<file path="src/rtl/dm_pkg.sv">
// Shared constants and state encoding for the data-memory responder.
package dm_pkg;

    localparam int unsigned ADDR_W = 7;
    localparam int unsigned DATA_W = 32;
    localparam int unsigned DEPTH  = 128;

    typedef enum logic [1:0] {
        IDLE,
        BUSY,
        DONE
    } state_t;

endpackage

</file>
<file path="src/rtl/dm_array.sv">
// Single-port synchronous RAM, DEPTH x DATA_W, with a registered read port.
// The read register only moves on loads, so it holds the last load result.
module dm_array
    import dm_pkg::*;
#(
    parameter bit INIT_ZERO = 1'b1
) (
    input  logic              clk,
    input  logic              rst,
    input  logic              en,
    input  logic              we,
    input  logic [ADDR_W-1:0] addr,
    input  logic [DATA_W-1:0] din,
    output logic [DATA_W-1:0] dout
);

    // Contents survive reset; only the read register is cleared.
    logic [DATA_W-1:0] mem [DEPTH] = '{default: (INIT_ZERO ? {DATA_W{1'b0}} : {DATA_W{1'bx}})};

    always_ff @(posedge clk) begin
        if (en && we) begin
            mem[addr] <= din;
        end
    end

    always_ff @(posedge clk or negedge rst) begin
        if (!rst) begin
            dout <= '0;
        end else if (en && !we) begin
            dout <= mem[addr];
        end
    end

endmodule

</file>
<file path="src/rtl/dm_responder.sv">
// Fixed-latency data-memory responder: captures one request, waits LATENCY
// edges, executes it against dm_array and pulses done for one cycle.
module dm_responder
    import dm_pkg::*;
#(
    parameter int unsigned LATENCY   = 2,
    parameter bit          INIT_ZERO = 1'b1
) (
    input  logic              clk,
    input  logic              rst,
    input  logic              ena,
    input  logic              wea,
    input  logic [ADDR_W-1:0] addra,
    input  logic [DATA_W-1:0] dina,
    output logic [DATA_W-1:0] douta,
    output logic              done,
    output logic              busy
);

    state_t              state_q;
    logic [3:0]          cnt_q;
    logic                we_q;
    logic [ADDR_W-1:0]   addr_q;
    logic [DATA_W-1:0]   data_q;
    logic                done_q;
    logic                exec;

    // The array performs the captured op on the same edge the FSM leaves BUSY.
    assign exec = (state_q == BUSY) && (cnt_q == 4'd0);

    always_ff @(posedge clk or negedge rst) begin
        if (!rst) begin
            state_q <= IDLE;
            cnt_q   <= 4'd0;
            we_q    <= 1'b0;
            addr_q  <= '0;
            data_q  <= '0;
            done_q  <= 1'b0;
        end else begin
            unique case (state_q)
                IDLE: begin
                    done_q <= 1'b0;
                    if (ena) begin
                        addr_q  <= addra;
                        data_q  <= dina;
                        we_q    <= wea;
                        cnt_q   <= 4'(LATENCY - 1);
                        state_q <= BUSY;
                    end
                end
                BUSY: begin
                    if (cnt_q != 4'd0) begin
                        cnt_q <= cnt_q - 4'd1;
                    end else begin
                        done_q  <= 1'b1;
                        state_q <= DONE;
                    end
                end
                DONE: begin
                    done_q  <= 1'b0;
                    state_q <= IDLE;
                end
                default: begin
                    done_q  <= 1'b0;
                    state_q <= IDLE;
                end
            endcase
        end
    end

    assign done = done_q;
    assign busy = (state_q != IDLE);

    dm_array #(
        .INIT_ZERO(INIT_ZERO)
    ) u_array (
        .clk (clk),
        .rst (rst),
        .en  (exec),
        .we  (we_q),
        .addr(addr_q),
        .din (data_q),
        .dout(douta)
    );

endmodule

</file>
<file path="config.mk">
export PLATFORM = sky130hd
export DESIGN_NAME = dm_responder
export DESIGN_NICKNAME = d
export VERILOG_FILES = /design/src/rtl/dm_pkg.sv /design/src/rtl/dm_array.sv /design/src/rtl/dm_responder.sv
export SDC_FILE = /design/constraint.sdc
export NUM_CORES = 2
export LEC_CHECK = 0
export CORE_MARGIN = 2
export CORE_UTILIZATION = 28
export DETAILED_ROUTE_END_ITERATION = 16
export PLACE_DENSITY_LB_ADDON = 0.1
export SYNTH_ARGS = -nofsm -noshare
export SYNTH_HDL_FRONTEND = slang
export SYNTH_SLANG_ARGS = --single-unit
</file>
<file path="constraint.sdc">
create_clock -name clk -period 4.69 [get_ports clk]
set_clock_uncertainty 0.2 [all_clocks]
set_input_delay 0.7035 -clock clk [delete_from_list [all_inputs] [get_ports clk]]
set_output_delay 0.7035 -clock clk [all_outputs]
set_load 0.02 [all_outputs]
</file>
Yosys cells after proc, flatten, opt, wreduce, memory -nomap -nowiden
Memory sizes are Yosys's and may differ from the RTL's. A register that Yosys moved wholly into a read port is not among the register bits.
Index checks and enable logic that the tools add are counted.
{"block": "totals", "out_inout_bits": 34, "elab_cells": 35, "mem_count": 1, "ramBits": 4096, "reg_bits": 47, "inputBits": 43}
{"block": "classes", "reduce_logical": 13, "eq_ne": 4, "muxes": 10, "add_sub_neg": 1}
{"name": "u_array.mem", "depth": 128, "word_bits": 32, "read_ports": 1, "rd_clocked_by_memory_dff": 1, "write_ports": 1, "line_no": "dm_array.sv:18", "rtl": "logic [DATA_W-1:0] mem [DEPTH] = '{default: (INIT_ZERO ? {DATA_W{1'b0}} : {DATA_W{1'bx}})};"}
{"op": "4-bit 2-to-1 mux", "n": 2}
{"op": "4-bit one-hot mux with 2 select lines", "n": 1}
{"op": "4-bit zero test", "n": 1}
{"op": "1-bit 2-to-1 mux", "n": 4}
{"op": "2-bit 2-to-1 mux", "n": 2}
{"op": "2-bit != test, second input constant", "n": 2}
{"op": "2-bit one-hot mux with 2 select lines", "n": 1}
{"op": "2-bit AND reduction", "n": 2}
{"op": "2-bit nonzero test", "n": 2}
{"op": "4-bit nonzero test", "n": 1}
{"op": "4-bit by 1-bit subtractor with 4-bit output, second input constant", "n": 1}
{"op": "1-bit logical AND", "n": 3}
{"op": "3-bit AND reduction", "n": 1}
{"op": "2-bit by 1-bit equality test with 1-bit output, second input constant", "n": 1}
{"op": "1-bit zero test", "n": 2}
{"op": "2-bit zero test", "n": 1}
{"op": "2-bit by 1-bit != test with 1-bit output, second input constant", "n": 1}

Logic depth before layout (Yosys ltp)
{"block": "depth", "word_depth": 5, "depth_mapped": 13, "depth_no_buf": 8}

Hierarchy
Synthesis repeated with hierarchy kept, for this count alone.
{"block": "hier_totals", "hier_cells": 8808, "area_unflattened_um2": 160777.9}
{"module": "dm_array", "n_inst": 1, "seq_area_each_um2": 123798.7, "cells_per_inst": 8689, "area_per_inst_um2": 158926.2}
{"module": "dm_responder", "n_inst": 1, "seq_area_each_um2": 1176.1, "cells_per_inst": 119, "area_per_inst_um2": 1851.8}

Least setup slack after synthesis
Ideal clock, no wire load.
{"block": "synth_timing", "path_kind": "register to register", "from": "reg addr_q[0]", "to": "mem u_array.mem[40][0] (enable)", "setup_ns": 0.421, "t_required_ns": 4.069, "path_slack_ns": 0.742, "synth_period_minus_slack_ns": 3.948, "path_buffers": 6, "path_stages_with_launch": 10, "arrival_time_ns": 3.326, "cell_sequence": "dfrtp_1 > buf_6 > buf_2 > nor3_1 > buf_2 > buf_2 > buf_1 > nand2_1 > clkbuf_1 > nor2_1"}
{"element": "start, declared", "line_no": "dm_responder.sv:23", "rtl": "logic [ADDR_W-1:0] addr_q;"}
{"element": "start signal, assigned", "line_no": "dm_responder.sv:44", "rtl": "addr_q <= addra;"}
{"element": "end, declared", "line_no": "dm_array.sv:18"}
Straight into the memory's write port.

==> out/summary.txt <==
Clk_lat worst skew - 1.07 ns
Routed via count - 96008
First-pass GRT wire length - 929000 µm
Synth Net Count - 8802
Routed WL per cell - 40.6 µm
First DRT Iteration DRCs - 13428
Yosys top cell by area - edfxtp_1
Antenna violations before repair - 83
CTS Root Cell - clkbuf_16
Max Fclk - 211 MHz
RD Place Congestion - 0.845
Fin crit share - 1.01
IO buf count - 76
Number of fill cells - 54221
Yosys warns - 0
Lkg Pwr - 60.0 nW
Mapped Area - 160000 µm²
Routed vias/inst - 5.49
Drt first pass iters - 8
Worst Tran Pin Value - 1.36 ns
Core area - 569000 µm²
Status - finished with violations
Top-area cell type share of the netlist area - 0.769
TritonCTS clock tree - yes
Worst setup margin - -0.0538 ns
# H-tree levels - 5
Fin. Hold Viols - 0
Rows - 277
Yosys cell types - 89
RSZ-0062 raised after global routing - false
Final setup vio count - 2
DP HPWL - 435000 µm
Crit path launch type - flip-flop
Fin cells - 17499
Max cap viols - 0
Ys async rst share - 0.0189
Worst vdd ir - 0.631 mV
Worst-path clk slew - 0.06 ns
Setup Slack @ Placement - -0.212 ns
Post-route ant nets - 0
Layout area overhead - 20.3%
Most area-consuming cells after synthesis - edfxtp_1, mux4_2, a221oi_1, mux2i_1, mux2_2
Slew Viols, Final - 0
Synthesized area per cell - 18.3 µm²
CP Capture Type - flip-flop
All-Layer GR Usage - 0.238
CP required - 5.38 ns
WL final - 711000 µm
Inserted Clock Buffers - 463
Die X - 760 µm
Worst hold path class - input pin to asynchronous set/reset pin
Fin Setup TNS - -0.0799 ns
Post-synth top flop - edfxtp_1
Inst Count DP - 16594
CP arrival - 5.43 ns
Post-layout min period - 4.74 ns
Post-synthesis cell count - 8757
CTS Buffer Depth - 4
Final nets - 9587
Synthesis-stage register bit count - 4175
GR Overflow Total - 0
Number of flops mapped to enable cells by yosys - 4096
Die ar. - 578000 µm²
Die Y - 760 µm
Top-count cell post-synth - edfxtp_1
Worst Path Max Fanout - 35
Reg2reg path depth - 9
Largest net degree at the start of global routing - 129
Slew margin rel. - 0.0814
CTS Sinks - 4175
Commonest cells post-synth - edfxtp_1, a221oi_1, nor2_1
Ports - 77
Failing checks - setup timing
Layout cells sized above 1 - 0.222
Vias in the first global route - 92911
Hold WS - 0.0667 ns
Kind of critical path - flip-flop to flip-flop
Power Density - 699 nW/µm²
Sequential cell area fraction in the yosys report - 0.781
Residual DRC - 0
Starting density of the core - 0.281
[timing repair]
item                       in CTS  in global routing
setup buffers                   1                  0
setup endpoints to repair       4                  0
hold buffers                   13                  0
resized for setup               3                  0
hold endpoints to repair       40                  0
[metal layers]
layer,part of all wire,track usage,routed length [µm]
met1,0.43,0.330,303000
met2,0.47,0.385,334000
met3,0.071,0.0376,50700
met4,0.032,0.0698,22800
met5,0.000077,0,55
[where the power goes]
group	total (mW)	internal (mW)	leakage [nW]	switching [mW]
logic	48.7	13.5	15.3	35.2
registers	50.3	47.1	37.7	3.26
clock network	35.6	20.0	7.04	15.5
[critical path, cell delays in order, from the launching register on]
cell and delay, ns:
dfrtp_4 0.87, buf_4 0.38, nor3_2 0.10, buf_12 0.23
buf_4 0.29, a221o_1 0.38, a221oi_1 0.91, a21oi_1 0.11
a222oi_1 0.86, nand3_1 0.16
[cells by family after synthesis]
group                    synth area share
AO/OA/AOI/OAI                      0.0955
multiplexers                       0.0773
buffers and inverters              0.0209
XOR/XNOR                         0.000109
adder cells (fa/ha/maj)          0.000156
flip-flops                          0.781
AND/OR/NAND/NOR                    0.0251
[cells in the final DEF (no fill, tap or decap), types with 246 or more instances in the layout]
cell,n
nand2_1,317
o21ai_0,295
buf_4,614
a21oi_1,339
mux2i_1,376
clkbuf_16,464
nor2_1,332
a221oi_1,551
mux2_2,246
edfxtp_1,4096
[stage by stage]
step | total power, mW | instance area (µm²) | utilization
finish | 135 | 193000 | 0.338
global route | 138 | 192000 | 0.338
CTS | 135 | 192000 | 0.338
detailed placement | 99.6 | 178000 | 0.312
global placement | 99.3 | 178000 | 0.312
floorplan | 69.8 | 160000 | -
[registers in the layout, summed over array words and instances (netlist names)]
name / cells
u_array.dout: 32
data_q: 32
we_q: 1
addr_q: 7
cnt_q: 4
u_array.mem: 4096
state_q: 2
done: 1
[final timing paths]
path,from,end,slack [ns]
setup / recovery,addr_q[0],u_array.dout[3],-0.05
hold / removal,rst,u_array.dout[3],0.07
setup reg to reg,addr_q[0],u_array.dout[3],-0.05
hold reg to reg,cnt_q[0],cnt_q[0],0.31
max in group asynchronous,rst,data_q[9],2.96
min in group clk,dina[3],data_q[3],0.08
[layout make-up]
type                       count  area [µm²]  area share
antenna                       46         115    0.000598
timing repair buffer         950       10400      0.0542
clock inverter               254        2360      0.0123
sequential                  4175      125000       0.650
inverter                      10        66.3    0.000344
clock buffer                 589       12100      0.0628
multi-input combinational   3942       32900       0.171
tap                         7533        9430      0.0489
No activity file was read; power rests on OpenSTA's default activity.
